**src/rtl/mips_pkg.sv**
```systemverilog
// mips_pkg: shared constants and state encoding for the PC stage.
package mips_pkg;
  localparam logic [31:0] PC_INC = 32'd4;
  localparam logic [31:0] DEFAULT_RESET_PC = 32'h0000_0000;
  typedef enum logic {RUN = 1'b0, HALTED = 1'b1} state_e;
endpackage

```
**src/rtl/pc_next_unit_if.sv**
```systemverilog
// pc_next_unit_if: next-PC select inputs and PC/status outputs of the PC stage.
interface pc_next_unit_if;
  logic        stall;
  logic        branch_taken;
  logic [31:0] shifted_address;
  logic        jump;
  logic [25:0] jump_index;
  logic        jr;
  logic [31:0] jr_target;
  logic        halt;
  logic [31:0] pc;
  logic [31:0] pc_plus4;
  logic        fetch_valid;
  logic        halted;
  logic        misaligned;
  modport master (
    output stall, branch_taken, shifted_address, jump, jump_index, jr, jr_target, halt,
    input  pc, pc_plus4, fetch_valid, halted, misaligned
  );
  modport slave (
    input  stall, branch_taken, shifted_address, jump, jump_index, jr, jr_target, halt,
    output pc, pc_plus4, fetch_valid, halted, misaligned
  );
endinterface

```
**src/rtl/pc_adder32.sv**
```systemverilog
// pc_adder32: 32-bit ripple-carry adder, carry-out discarded (modulo 2^32).
module pc_adder32 (
  input  logic [31:0] a0,
  input  logic [31:0] b,
  output logic [31:0] sum
);
  logic [31:0] c;
  assign c[0] = 1'b0;
  for (genvar i = 0; i < 32; i++) begin : g_bit
    assign sum[i] = a0[i] ^ b[i] ^ c[i];
    if (i < 31) begin : g_carry
      assign c[i+1] = (a0[i] & b[i]) | (c[i] & (a0[i] ^ b[i]));
    end
  end
endmodule

```
**src/rtl/pc_next_unit.sv**
```systemverilog
// pc_next_unit: architectural PC register, next-PC select and run/halt state.
module pc_next_unit
  import mips_pkg::*;
#(
  parameter logic [31:0] RESET_PC = DEFAULT_RESET_PC
) (
  input  logic           clk,
  input  logic           reset,
  pc_next_unit_if.slave  bus
);
  state_e      state_q, state_d;
  logic [31:0] pc_q, pc_d, pc_plus4, br_target;
  logic        mis_q, mis_d, active, jr_bad, stop;
  pc_adder32 u_inc (.a0(pc_q),     .b(PC_INC),              .sum(pc_plus4));
  pc_adder32 u_br  (.a0(pc_plus4), .b(bus.shifted_address), .sum(br_target));
  always_ff @(posedge clk) begin
    if (reset) begin
      state_q <= RUN;
      pc_q    <= RESET_PC;
      mis_q   <= 1'b0;
    end else begin
      state_q <= state_d;
      pc_q    <= pc_d;
      mis_q   <= mis_d;
    end
  end
  // halt outranks a misaligned JR, so only the latter raises the sticky flag
  always_comb begin
    active  = (state_q == RUN) && !bus.stall;
    jr_bad  = bus.jr && (bus.jr_target[1:0] != 2'b00);
    stop    = bus.halt || jr_bad;
    state_d = (active && stop) ? HALTED : state_q;
    mis_d   = mis_q | (active && !bus.halt && jr_bad);
    pc_d    = (!active || stop) ? pc_q :
              bus.jr            ? bus.jr_target :
              bus.jump          ? {pc_plus4[31:28], bus.jump_index, 2'b00} :
              bus.branch_taken  ? br_target : pc_plus4;
  end
  always_comb begin
    bus.pc          = pc_q;
    bus.pc_plus4    = pc_plus4;
    bus.fetch_valid = (state_q == RUN);
    bus.halted      = (state_q == HALTED);
    bus.misaligned  = mis_q;
  end
endmodule

```
**src/flat_wrapper.sv**
```systemverilog
// flat-port wrapper written by rule: the top's interface ports become plain ports
module pc_next_unit_flat import mips_pkg::*;
#(
  parameter logic [31:0] RESET_PC = DEFAULT_RESET_PC
)
  (clk, reset, bus_stall, bus_branch_taken, bus_shifted_address, bus_jump, bus_jump_index, bus_jr, bus_jr_target, bus_halt, bus_pc, bus_pc_plus4, bus_fetch_valid, bus_halted, bus_misaligned);
  pc_next_unit_if bus_i ();
  input  logic clk;
  input  logic reset;
  input wire logic [$bits(bus_i.stall)-1:0] bus_stall;
  input wire logic [$bits(bus_i.branch_taken)-1:0] bus_branch_taken;
  input wire logic [$bits(bus_i.shifted_address)-1:0] bus_shifted_address;
  input wire logic [$bits(bus_i.jump)-1:0] bus_jump;
  input wire logic [$bits(bus_i.jump_index)-1:0] bus_jump_index;
  input wire logic [$bits(bus_i.jr)-1:0] bus_jr;
  input wire logic [$bits(bus_i.jr_target)-1:0] bus_jr_target;
  input wire logic [$bits(bus_i.halt)-1:0] bus_halt;
  output wire logic [$bits(bus_i.pc)-1:0] bus_pc;
  output wire logic [$bits(bus_i.pc_plus4)-1:0] bus_pc_plus4;
  output wire logic [$bits(bus_i.fetch_valid)-1:0] bus_fetch_valid;
  output wire logic [$bits(bus_i.halted)-1:0] bus_halted;
  output wire logic [$bits(bus_i.misaligned)-1:0] bus_misaligned;
  assign bus_i.stall = bus_stall;
  assign bus_i.branch_taken = bus_branch_taken;
  assign bus_i.shifted_address = bus_shifted_address;
  assign bus_i.jump = bus_jump;
  assign bus_i.jump_index = bus_jump_index;
  assign bus_i.jr = bus_jr;
  assign bus_i.jr_target = bus_jr_target;
  assign bus_i.halt = bus_halt;
  assign bus_pc = bus_i.pc;
  assign bus_pc_plus4 = bus_i.pc_plus4;
  assign bus_fetch_valid = bus_i.fetch_valid;
  assign bus_halted = bus_i.halted;
  assign bus_misaligned = bus_i.misaligned;
  pc_next_unit #(.RESET_PC(RESET_PC)) u_core (.clk(clk), .reset(reset), .bus(bus_i));
endmodule
```
**config.mk**
```make
export PLATFORM = sky130hd
export DESIGN_NAME = pc_next_unit_flat
export DESIGN_NICKNAME = d
export VERILOG_FILES = /design/src/rtl/mips_pkg.sv /design/src/rtl/pc_next_unit_if.sv /design/src/rtl/pc_adder32.sv /design/src/rtl/pc_next_unit.sv /design/src/flat_wrapper.sv
export SDC_FILE = /design/constraint.sdc
export NUM_CORES = 1
export LEC_CHECK = 0
export CORE_MARGIN = 4
export CORE_UTILIZATION = 42
export DETAILED_ROUTE_END_ITERATION = 12
export GPL_TIMING_DRIVEN = 0
export PLACE_DENSITY = 0.85
export SYNTH_ARGS = -nofsm -noshare
export SYNTH_HDL_FRONTEND = slang
export SYNTH_SLANG_ARGS = --single-unit
```
**constraint.sdc**
```tcl
create_clock -name clk -period 18.8 [get_ports clk]
set_clock_uncertainty 0.15 [all_clocks]
set_input_delay 2.82 -clock clk [delete_from_list [all_inputs] [get_ports clk]]
set_output_delay 2.82 -clock clk [all_outputs]
set_load 0.02 [all_outputs]
```
### After elaboration in Yosys (flattened, before gate mapping)

Cells that the tools add are included.

* bits in registers: 34
* logic and storage cells: 235

* muxes and demuxes: 3
* bitwise logic cells: 215
* reductions and logical operators: 13

Operators by type and width (number)
* 32-bit two-way mux: 3
* 1-bit bitwise XOR: 92
* 1-bit bitwise AND: 89
* 1-bit bitwise OR: 31
* 1-bit logical AND: 5
* 1-bit logical NOT: 3
* 1-bit NOT: 3
* 3-bit nonzero test: 1
* 1-bit logical OR: 2
* 2-bit AND reduction: 1
* 2-bit nonzero test: 1

### Longest topological paths before layout

Gate-level depths: netlist of the first run.

* depth in word-level cells: 65
* depth in mapped cells: 38

### Modules after synthesis

From an unflattened synthesis of the first run, not the netlist that was laid out.

* cell total of the unflattened synthesis: 283
* area total of the unflattened synthesis: 3298.2 µm²

By module, submodules not included
* pc_next_unit: times used 1, cells an instance 209, area each 1986.9 µm², sequential area each 680.7 µm²
* pc_adder32: times used 2, cells an instance 37, area each 655.6 µm², sequential area each 0.0 µm²

### Worst setup path before layout of the first run

OpenSTA, ideal clock, no wires.

* path type: input port to flip-flop
* from: input bus_shifted_address[0]
* to: register u_core.pc_q[31] (netlist: u_core.bus.pc[31])
* arrival time: 15.045 ns
* required time: 18.518 ns
* setup slack: 3.473 ns
* stages: 38
* path through: ha_1 inv_1 fa_1 fa_1 fa_1 fa_1 fa_1 fa_1 fa_1 fa_1 fa_1 fa_1 fa_1 fa_1 fa_1 fa_1 fa_1 fa_1 (+2 left out) fa_1 fa_1 fa_1 fa_1 fa_1 fa_1 fa_1 fa_1 fa_1 inv_1 fa_1 inv_1 fa_1 fa_1 xnor2_1 a2111oi_0 a2111oi_0 a21oi_1

* cells in the longest elaborated chain, start to end: 65

Ends and longest elaborated chain
* from (decl): RTL line flat_wrapper.sv:12 `input wire logic [$bits(bus_i.shifted_address)-1:0] bus_shifted_address;`
* 1-bit bitwise AND (2 in series): RTL line pc_adder32.sv:12 `assign c[i+1] = (a0[i] & b[i]) | (c[i] & (a0[i] ^ b[i]));`
* 1-bit bitwise OR: RTL line pc_adder32.sv:12
* 1-bit bitwise AND: RTL line pc_adder32.sv:12
* 1-bit bitwise OR: RTL line pc_adder32.sv:12
* 1-bit bitwise AND: RTL line pc_adder32.sv:12
* 1-bit bitwise OR: RTL line pc_adder32.sv:12
* 1-bit bitwise AND: RTL line pc_adder32.sv:12
* 1-bit bitwise OR: RTL line pc_adder32.sv:12
* (+48 left out)
* 1-bit bitwise AND: RTL line pc_adder32.sv:12
* 1-bit bitwise OR: RTL line pc_adder32.sv:12
* 1-bit bitwise AND: RTL line pc_adder32.sv:12
* 1-bit bitwise OR: RTL line pc_adder32.sv:12
* 1-bit bitwise XOR: RTL line pc_adder32.sv:10 `assign sum[i] = a0[i] ^ b[i] ^ c[i];`
* 32-bit two-way mux: RTL line pc_next_unit.sv:37 `bus.branch_taken ? br_target : pc_plus4;`
* 32-bit two-way mux: RTL line pc_next_unit.sv:36 `bus.jump ? {pc_plus4[31:28], bus.jump_index, 2'b00} :`
* 32-bit two-way mux: RTL line pc_next_unit.sv:35 `bus.jr ? bus.jr_target :`
* to (signal assigned): RTL line pc_next_unit.sv:23 `pc_q <= pc_d;`
* to (decl): RTL line pc_next_unit.sv:12 `logic [31:0] pc_q, pc_d, pc_plus4, br_target;`

Every way passes these cells. The select of a mux whose other input is x is not followed.
A chain may end at the register's enable or synchronous reset.

### Final worst setup path of the first run

Ends and elaborated chain as after synthesis.

==> summary.txt, run 1 <==
Outcome
  – Status: completed

Logic synthesis
  – Ys async rst share: 0
  – Synth top area cells: dfxtp_1 19%, fa_1 17%, ha_1 10%
  – Post-synth top area cell: dfxtp_1
  – Cell count after synthesis: 414
  – Main flop type after synthesis: dfxtp_1
  – Synth cell types: 40
  – Post-synthesis register bit count: 34
  – Number of enable flip-flop cells after synthesis: 0
  – Avg Cell Area, Syn: about 8.4 sq um
  – YS warnings: 0
  – Post-synth top area share: 0.1950
  – Sequential fraction of the synthesis area: 0.1950
  – Post-Syn Area: 3491 sq um
  – Syn_nets: 570

Layout
  – Multi-input gate area: 2409 sq um
  – Synth-to-layout area growth: 52.44%
  – Sequential standard cell area: 680.7 sq um
  – Final Net Count: 738
  – Share of cells above drive strength 1: 0.05832
  – Fillers: 674
  – Antenna Cells: 0
  – Fin util: 0.6747

Worst setup path
  – Most used cell, CP: fa_1
  – Crit-path max cell delay: 0.46 ns
  – Reg-to-reg endpoint: u_core.bus.pc[31]
  – Crit path DAT: 16.52 ns
  – Crit path launch type: primary input
  – CP required: 18.81 ns
  – Slowest CP cell: clkdlybuf4s50_1
  – Crit-path max FO: 4
  – R2R Path Start: u_core.bus.pc[0]
  – Critical path origin: bus_shifted_address[0]
  – Largest delay contributor family on the critical path: adder cells
  – Worst Setup EP: u_core.bus.pc[31]
  – Worst Setup End Kind: register
  – WS Path Type: primary input to register
  – Crit. path cell count: 39
  – R2R setup slack: 4.85 ns
  – R2r worst-path depth: 38
  – CP Buf/Inv Count: 4

Floorplanning
  – Die area: 9834 sq um
  – Row count: 32
  – Core Area: 7888 sq um
  – Initial Utilization: 0.4426
  – Die Width: 99.17 um
  – Boundary Pins: 164
  – Die Ht: 99.17 um

Global route
  – Number of global-route vias before repair: about 4000
  – Initial antenna violation count: 0
  – Largest net degree at the start of global routing: 11
  – First-pass GRT wire length: 19090 um
  – GRT Total Usage: 0.2392
  – Global route overflow: 0

STA
  – RSZ-0062 raised after global routing: false
  – # setup viols final: 0
  – Final slew viol count: 0
  – Min Tclk post-route: between 15 and 20 ns
  – Worst setup margin: 2.281 ns
  – Rel. slew slack: 0.6535
  – Worst slew pin tran: 0.5198 ns
  – Period Utilization, post-route: 0.8786
  – Setup TNS: 0 ns
  – Final hold slack: 0.3442 ns
  – Final Hold Viols: 0
  – Max Fclk: between 0.06 and 0.07 GHz

Flow run
  – Total of max-cap violations: 0

Clock tree
  – CTS Root Cell: clkbuf_8
  – # Post-CTS Setup Buffers: 0
  – CTS buffer count: 5
  – Clk buf depth: 2
  – CTS resizes: 0
  – CTS H-tree depth: 2
  – Clock Latency Late Sink: ~0.28 ns
  – Clock-pin slew on the worst setup and hold paths: 0.07 ns
  – CTS tree: built
  – CTS Sinks: 34
  – Hold-fix buffers, CTS: 0

Route
  – 1st-iter DRT viols: ~130
  – Remaining antenna violation count after routing: 0
  – DR vias/cell: 5.295
  – DRT Wirelength: 11860 um
  – DRC violations left: 0
  – DR vias: ~3600
  – DR pass1 iterations: 4
  – Wire length per cell: ~17 um

Placement
  – HPWL after detailed placement: 9775 um
  – Pre-CTS setup slack: 2.099 ns
  – Final GP Congestion: 0.8841
  – Buffers on Ports: 161

Power and ir drop
  – Leak: 2.110 nW
  – VDD IR-drop max: between 0.02 and 0.025 mV
  – Power per cell area: 45.17 nW/um^2

Min path
  – Worst Hold Class: register to register
==> cells by family (layout without fill, tap and decap cells) <==
kind of cell	Yosys count	after routing	synth area share
flops	34	34	0.1950
simple gates	100	100	0.1753
xor+xnor	2	2	0.005019
fa+ha+maj	59	59	0.2760
compound gates	120	120	0.2215
buf+inv	95	264	0.1151
mux	4	4	0.01219
==> metrics by stage <==
stage / instance area, sq um / total power, mW / std cells
after floorplan: 3491 / 0.1353 / 414
after global placement: 5230 / 0.1810 / 677
after detailed placement: 5230 / 0.1850 / 677
after CTS: 5321 / 0.2414 / 685
after global routing: 5321 / 0.2531 / 685
final: 5321 / 0.2403 / 685
==> report_power, final <==
part | switching (mW) | leakage [nW] | internal, mW
combinational | 0.0492 | 1.78 | 0.0542
clock | 0.0274 | 0.0482 | 0.0296
sequential | 0.00387 | 0.278 | 0.0761
==> cell usage in the layout, fill, tap and decap left out, types with 2 or more instances in the layout <==
master / netlist / layout
clkdlybuf4s50_1: 0 / 161
inv_1: 66 / 66
a21oi_1: 49 / 49
nand2b_1: 47 / 47
dfxtp_1: 34 / 34
fa_1: 30 / 30
ha_1: 29 / 29
nor2b_1: 26 / 26
o21ai_0: 25 / 25
a311oi_1: 22 / 22
clkbuf_1: 12 / 13
buf_2: 9 / 9
a211oi_1: 9 / 9
nand2_1: 7 / 7
buf_4: 7 / 7
nor2_1: 6 / 6
clkbuf_8: 0 / 6
nand3_1: 4 / 4
nor3_1: 3 / 3
o31ai_1: 3 / 3
mux2_2: 2 / 2
mux2i_1: 2 / 2
o211ai_1: 2 / 2
a2111oi_0: 2 / 2
==> layout make-up <==
type	count	area share
Sequential cell	34	0.1279
Buffer	29	0.02892
Clock buffer	7	0.01622
Clock inverter	1	0.0009405
Multi-Input combinational cell	285	0.4526
Timing Repair Buffer	161	0.3028
Tap cell	102	0.02398
Inverter	66	0.04656
==> Yosys cell counts, types with 2 or more instances <==
master and count:
a2111oi_0 2, nor2b_1 26, fa_1 30, a21oi_1 49
a311oi_1 22, a211oi_1 9, nor3_1 3, dfxtp_1 34
nand2_1 7, nand2b_1 47, clkbuf_1 12, o211ai_1 2
buf_4 7, inv_1 66, ha_1 29, o31ai_1 3
nor2_1 6, buf_2 9, mux2_2 2, nand3_1 4
mux2i_1 2, o21ai_0 25
==> per-layer routing <==
layer	part of all wire	vias up	GRT usage
met3	0.078	16	0.06241
met1	0.41	1726	0.2842
li1	-	1730	-
met2	0.50	155	0.4225
met4	0.016	0	0.07248
met5	0	-	0
==> tightest hold or removal path: stages, from the launching register on <==
cell	delay, ns
dfxtp_1	0.33
nand2_1	0.06
a21oi_1	0.06
==> state kept, by name (all words and copies together), names as in the netlist <==
register / count
u_core.bus.pc: 32
u_core.bus.misaligned: 1
u_core.bus.halted: 1
==> worst min-delay path by stage <==
| stage | from | endpoint | slack (ns) | cells past startpoint |
|---|---|---|---|---|
| floorplan | u_core.bus.pc[28] | u_core.bus.pc[28] | 0.40 | 2 |
| global placement | u_core.bus.misaligned | u_core.bus.misaligned | 0.30 | 2 |
| detailed placement | u_core.bus.misaligned | u_core.bus.misaligned | 0.33 | 2 |
| CTS | u_core.bus.pc[3] | u_core.bus.pc[3] | 0.35 | 2 |
| global route | u_core.bus.pc[28] | u_core.bus.pc[28] | 0.36 | 2 |
| finish | u_core.bus.pc[28] | u_core.bus.pc[28] | 0.34 | 2 |
(Power assumes the default switching activity.)
==> run 2: changes to the inputs <==
--- a/config.mk
+++ b/config.mk
@@ -10,6 +10,7 @@
 export DETAILED_ROUTE_END_ITERATION = 12
 export GPL_TIMING_DRIVEN = 0
 export PLACE_DENSITY = 0.85
+export SETUP_SLACK_MARGIN = 0.05
 export SYNTH_ARGS = -nofsm -noshare
 export SYNTH_HDL_FRONTEND = slang
 export SYNTH_SLANG_ARGS = --single-unit
==> results of run 2 <==
Same layout as run 1: the final DEF is identical, and so are final timing and power.
==> run 3: changes to the inputs <==
--- a/config.mk
+++ b/config.mk
@@ -5,8 +5,9 @@
 export SDC_FILE = /design/constraint.sdc
 export NUM_CORES = 1
 export LEC_CHECK = 0
+export ABC_AREA = 1
 export CORE_MARGIN = 4
-export CORE_UTILIZATION = 42
+export CORE_UTILIZATION = 41
 export DETAILED_ROUTE_END_ITERATION = 12
 export GPL_TIMING_DRIVEN = 0
 export PLACE_DENSITY = 0.85
==> run 3 against run 2 <==
- highest routed layer unchanged
- critical path type unchanged
- critical path depth grew 3
- final area is 4.5% lower
- sequential power about the same
- synthesized cell count rose by 4.6%
- largest power group unchanged
- register-to-register slack better by 0.68 ns
==> summary.txt, run 3 <==
STA
  – Period Utilization, post-route: 0.8439 (was 0.8786)
  – Rel. slew slack: 0.6677 (was 0.6535)
  – # setup viols final: 0 (unchanged)
  – Max Fclk: 0.06303 GHz (was 0.06054 GHz)
  – Min Tclk post-route: 15.86 ns (was 16.52 ns)
  – RSZ-0062 raised after global routing: false (unchanged)
  – Worst slew pin tran: 0.4984 ns (was 0.5198 ns)
  – Setup TNS: 0 ns (unchanged)
  – Final Hold Viols: 0 (unchanged)
  – Worst setup margin: 2.935 ns (was 2.281 ns)
  – Final slew viol count: 0 (unchanged)

Worst setup path
  – R2r worst-path depth: 41 (was 38)
  – Most used cell, CP: fa_1 (unchanged)
  – Crit-path max cell delay: 0.47 ns (was 0.46 ns)
  – CP required: 18.87 ns (was 18.81 ns)
  – Crit path DAT: 15.93 ns (was 16.52 ns)
  – Reg-to-reg endpoint: u_core.bus.pc[31] (unchanged)
  – Slowest CP cell: clkdlybuf4s50_1 (unchanged)
  – R2R setup slack: 5.53 ns (was 4.85 ns)
  – R2R Path Start: u_core.bus.pc[0] (unchanged)
  – Worst Setup End Kind: register (unchanged)
  – WS Path Type: primary input to register (unchanged)
  – Crit path launch type: primary input (unchanged)
  – Crit-path max FO: 2 (was 4)

Power and ir drop
  – VDD IR-drop max: 0.02381 mV (was 0.02187 mV)
  – Power per cell area: 47.04 nW/um^2 (was 45.17 nW/um^2)
  – Combinational share of power: 0.428 (was 0.430)
  – Switching Share: 0.3380 (was 0.3348)
  – Sequential power share: 0.334 (was 0.333)
  – Clock share of power: 0.238 (was 0.237)
  – P_int: 0.1582 mW (was 0.1599 mW)
  – Sw Pwr: 0.08077 mW (was 0.08046 mW)
  – Leak: 2.181 nW (was 2.110 nW)

Route
  – DR pass1 iterations: 5 (was 4)
  – Remaining antenna violation count after routing: 0 (unchanged)
  – Wire length per cell: 15.04 um (was 17.32 um)
  – 1st-iter DRT viols: 106 (was 126)
  – DRT Wirelength: 10600 um (was 11860 um)
  – DR vias/cell: 5.023 (was 5.295)
  – DRC violations left: 0 (unchanged)
  – DR vias: 3541 (was 3627)

Clock tree
  – CTS tree: built (unchanged)
  – CTS H-tree depth: 2 (unchanged)
  – CTS Sinks: 34 (unchanged)
  – CTS buffer count: 5 (unchanged)
  – Hold-fix buffers, CTS: 0 (unchanged)
  – Clock Latency Late Sink: 0.28 ns (about the same)
  – Clock-pin slew on the worst setup and hold paths: 0.07 ns (about the same)
  – CTS resizes: 0 (unchanged)
  – # Post-CTS Setup Buffers: 0 (unchanged)
  – Clk buf depth: 2 (unchanged)
  – CTS Root Cell: clkbuf_8 (unchanged)

Min path
  – Worst Hold Class: register to register (unchanged)
  – Hold depth: 2 (unchanged)
  – Hold wc startpoint: u_core.bus.misaligned (was u_core.bus.pc[28])
  – Hold endpoint: u_core.bus.misaligned (was u_core.bus.pc[28])

Placement
  – Pre-CTS setup slack: 2.679 ns (was 2.099 ns)
  – Buffers on Ports: 162 (was 161)
  – HPWL after detailed placement: 8611 um (was 9775 um)
  – Final GP Congestion: 0.8458 (was 0.8841)

Flow run
  – Total of max-cap violations: 0 (unchanged)

Floorplanning
  – Core Area: 7687 sq um (was 7888 sq um)
  – Row count: 32 (unchanged)
  – Boundary Pins: 164 (unchanged)
  – Initial Utilization: 0.4214 (was 0.4426)
  – Die Width: 96.89 um (was 99.17 um)
  – Die area: 9387 sq um (was 9834 sq um)
  – Die Ht: 96.89 um (was 99.17 um)

Layout
  – Fillers: 672 (was 674)
  – Synth-to-layout area growth: 56.82% (was 52.44%)
  – Max reg flops: 32 (unchanged)
  – Share of cells above drive strength 1: 0.05473 (was 0.05832)
  – Most common cell after layout, fill and taps aside: clkdlybuf4s50_1 (unchanged)
  – Antenna Cells: 0 (unchanged)
  – Most frequent cells in the layout: 162 x clkdlybuf4s50_1, 72 x inv_1, 67 x o21ai_0 (was 161 x clkdlybuf4s50_1, 66 x inv_1, 49 x a21oi_1)
  – Final Net Count: 758 (was 738)

Logic synthesis
  – Post-synthesis register bit count: 34 (unchanged)
  – Post-synth top cells: 72 x inv_1, 67 x o21ai_0, 61 x nor2_1 (was 66 x inv_1, 49 x a21oi_1, 47 x nand2b_1)
  – Synth cell types: 25 (was 40)
  – Post-Syn Area: 3239 sq um (was 3491 sq um)
  – Post-synth top area cell: dfxtp_1 (unchanged)
  – Post-synth top area share: 0.2101 (was 0.1950)
  – Avg Cell Area, Syn: 7.481 sq um (was 8.432 sq um)
  – Number of enable flip-flop cells after synthesis: 0 (unchanged)
  – Ys async rst share: 0 (unchanged)
  – Sequential fraction of the synthesis area: 0.2101 (was 0.1950)
  – Cell count after synthesis: 433 (was 414)
  – Synth top area cells: dfxtp_1 21%, fa_1 19%, ha_1 11% (was dfxtp_1 19%, fa_1 17%, ha_1 10%)
  – Top-count cell post-synth: inv_1 (unchanged)
  – Main flop type after synthesis: dfxtp_1 (unchanged)
  – YS warnings: 0 (unchanged)
  – Syn_nets: 589 (was 570)

Global route
  – Largest net degree at the start of global routing: 11 (unchanged)
  – Global route overflow: 0 (unchanged)
  – First-pass GRT wire length: 17310 um (was 19090 um)
  – Number of global-route vias before repair: 3632 (was 3967)
  – GRT Total Usage: 0.2232 (was 0.2392)
  – Initial antenna violation count: 0 (unchanged)

Outcome
  – Status: completed (unchanged)
## run 3: changes by cell type after synthesis, sizes merged, moves of 3 or more
| cell | delta |
|---|---|
| a2111oi | -3 |
| a211oi | -9 |
| a21oi | -39 |
| a22oi | +26 |
| a311oi | -23 |
| clkbuf | -5 |
| inv | +9 |
| nand2 | +38 |
| nand2b | -47 |
| nor2 | +57 |
| nor2b | -27 |
| nor3 | -3 |
| o21ai | +61 |
## run 3: per-stage QoR
| stage | std cells | power (mW) | utilization | hold WS [ns] | area, sq um |
|---|---|---|---|---|---|
| floorplan | 433 | 0.1347 | - | 0.4081 | 3239 |
| global placement | 697 | 0.1800 | 0.6489 | 0.3025 | 4989 |
| detailed placement | 697 | 0.1835 | 0.6489 | 0.3388 | 4989 |
| CTS | 705 | 0.2404 | 0.6608 | 0.3558 | 5080 |
| global route | 705 | 0.2536 | 0.6608 | 0.3725 | 5080 |
| finish | 705 | 0.2390 | 0.6608 | 0.3451 | 5080 |
## run 3: worst max-delay path by stage
stage | start | to | slack, ns | cells past startpoint
6_report | bus_shifted_address[0] | u_core.bus.pc[31] | 2.94 | 42
3_3_place_gp | bus_shifted_address[0] | u_core.bus.pc[30] | 2.93 | 39
5_1_grt | bus_shifted_address[0] | u_core.bus.pc[31] | 2.48 | 42
2_1_floorplan | bus_shifted_address[0] | u_core.bus.pc[30] | 3.92 | 38
4_1_cts | bus_shifted_address[0] | u_core.bus.pc[31] | 2.95 | 42
3_5_place_dp | bus_shifted_address[0] | u_core.bus.pc[31] | 2.68 | 42
## run 3: critical path: cells and delay by family
kind | cells | cell delay, ns
and+or+nand+nor | 5 | 0.34
buffers and inverters | 5 | 0.74
adders and majority gates | 31 | 11.89
AOI/OAI and AO/OA | 1 | 0.11
## run 3: power by group through the flow
stage	registers, mW	clock network (mW)	logic, mW
6_report	0.0799	0.0568	0.102
5_1_grt	0.0804	0.0608	0.112
4_1_cts	0.0799	0.0578	0.103
3_5_place_dp	0.0815	0	0.102
3_3_place_gp	0.0812	0	0.0988
2_1_floorplan	0.0860	0	0.0487
## run 3: cell type report
type	instances	area [sq um]	area share
Buffer	25	151.4	0.02980
Clock buffer	7	86.33	0.01700
Clock inverter	1	5.005	0.0009852
Inverter	75	281.5	0.05542
Multi-Input combinational cell	299	2126	0.4185
Sequential cell	34	680.7	0.1340
Tap cell	102	127.6	0.02512
Timing Repair Buffer	162	1622	0.3192
## run 3: kinds of logic (layout without fill, tap and decap cells)
family	count (synthesis)	count (layout)	share of synthesized area
buffers and inverters	100	270	0.1336
AND/OR/NAND/NOR	116	116	0.1456
flip-flops	34	34	0.2101
adder cells (fa/ha/maj)	59	59	0.2974
AO/OA/AOI/OAI	124	124	0.2132
## run 3: routing by layer
layer  part of all wire  GRT usage
met5                  0          0
met4              0.010    0.04320
met3              0.072    0.06128
met2               0.52     0.4061
met1               0.40     0.2626
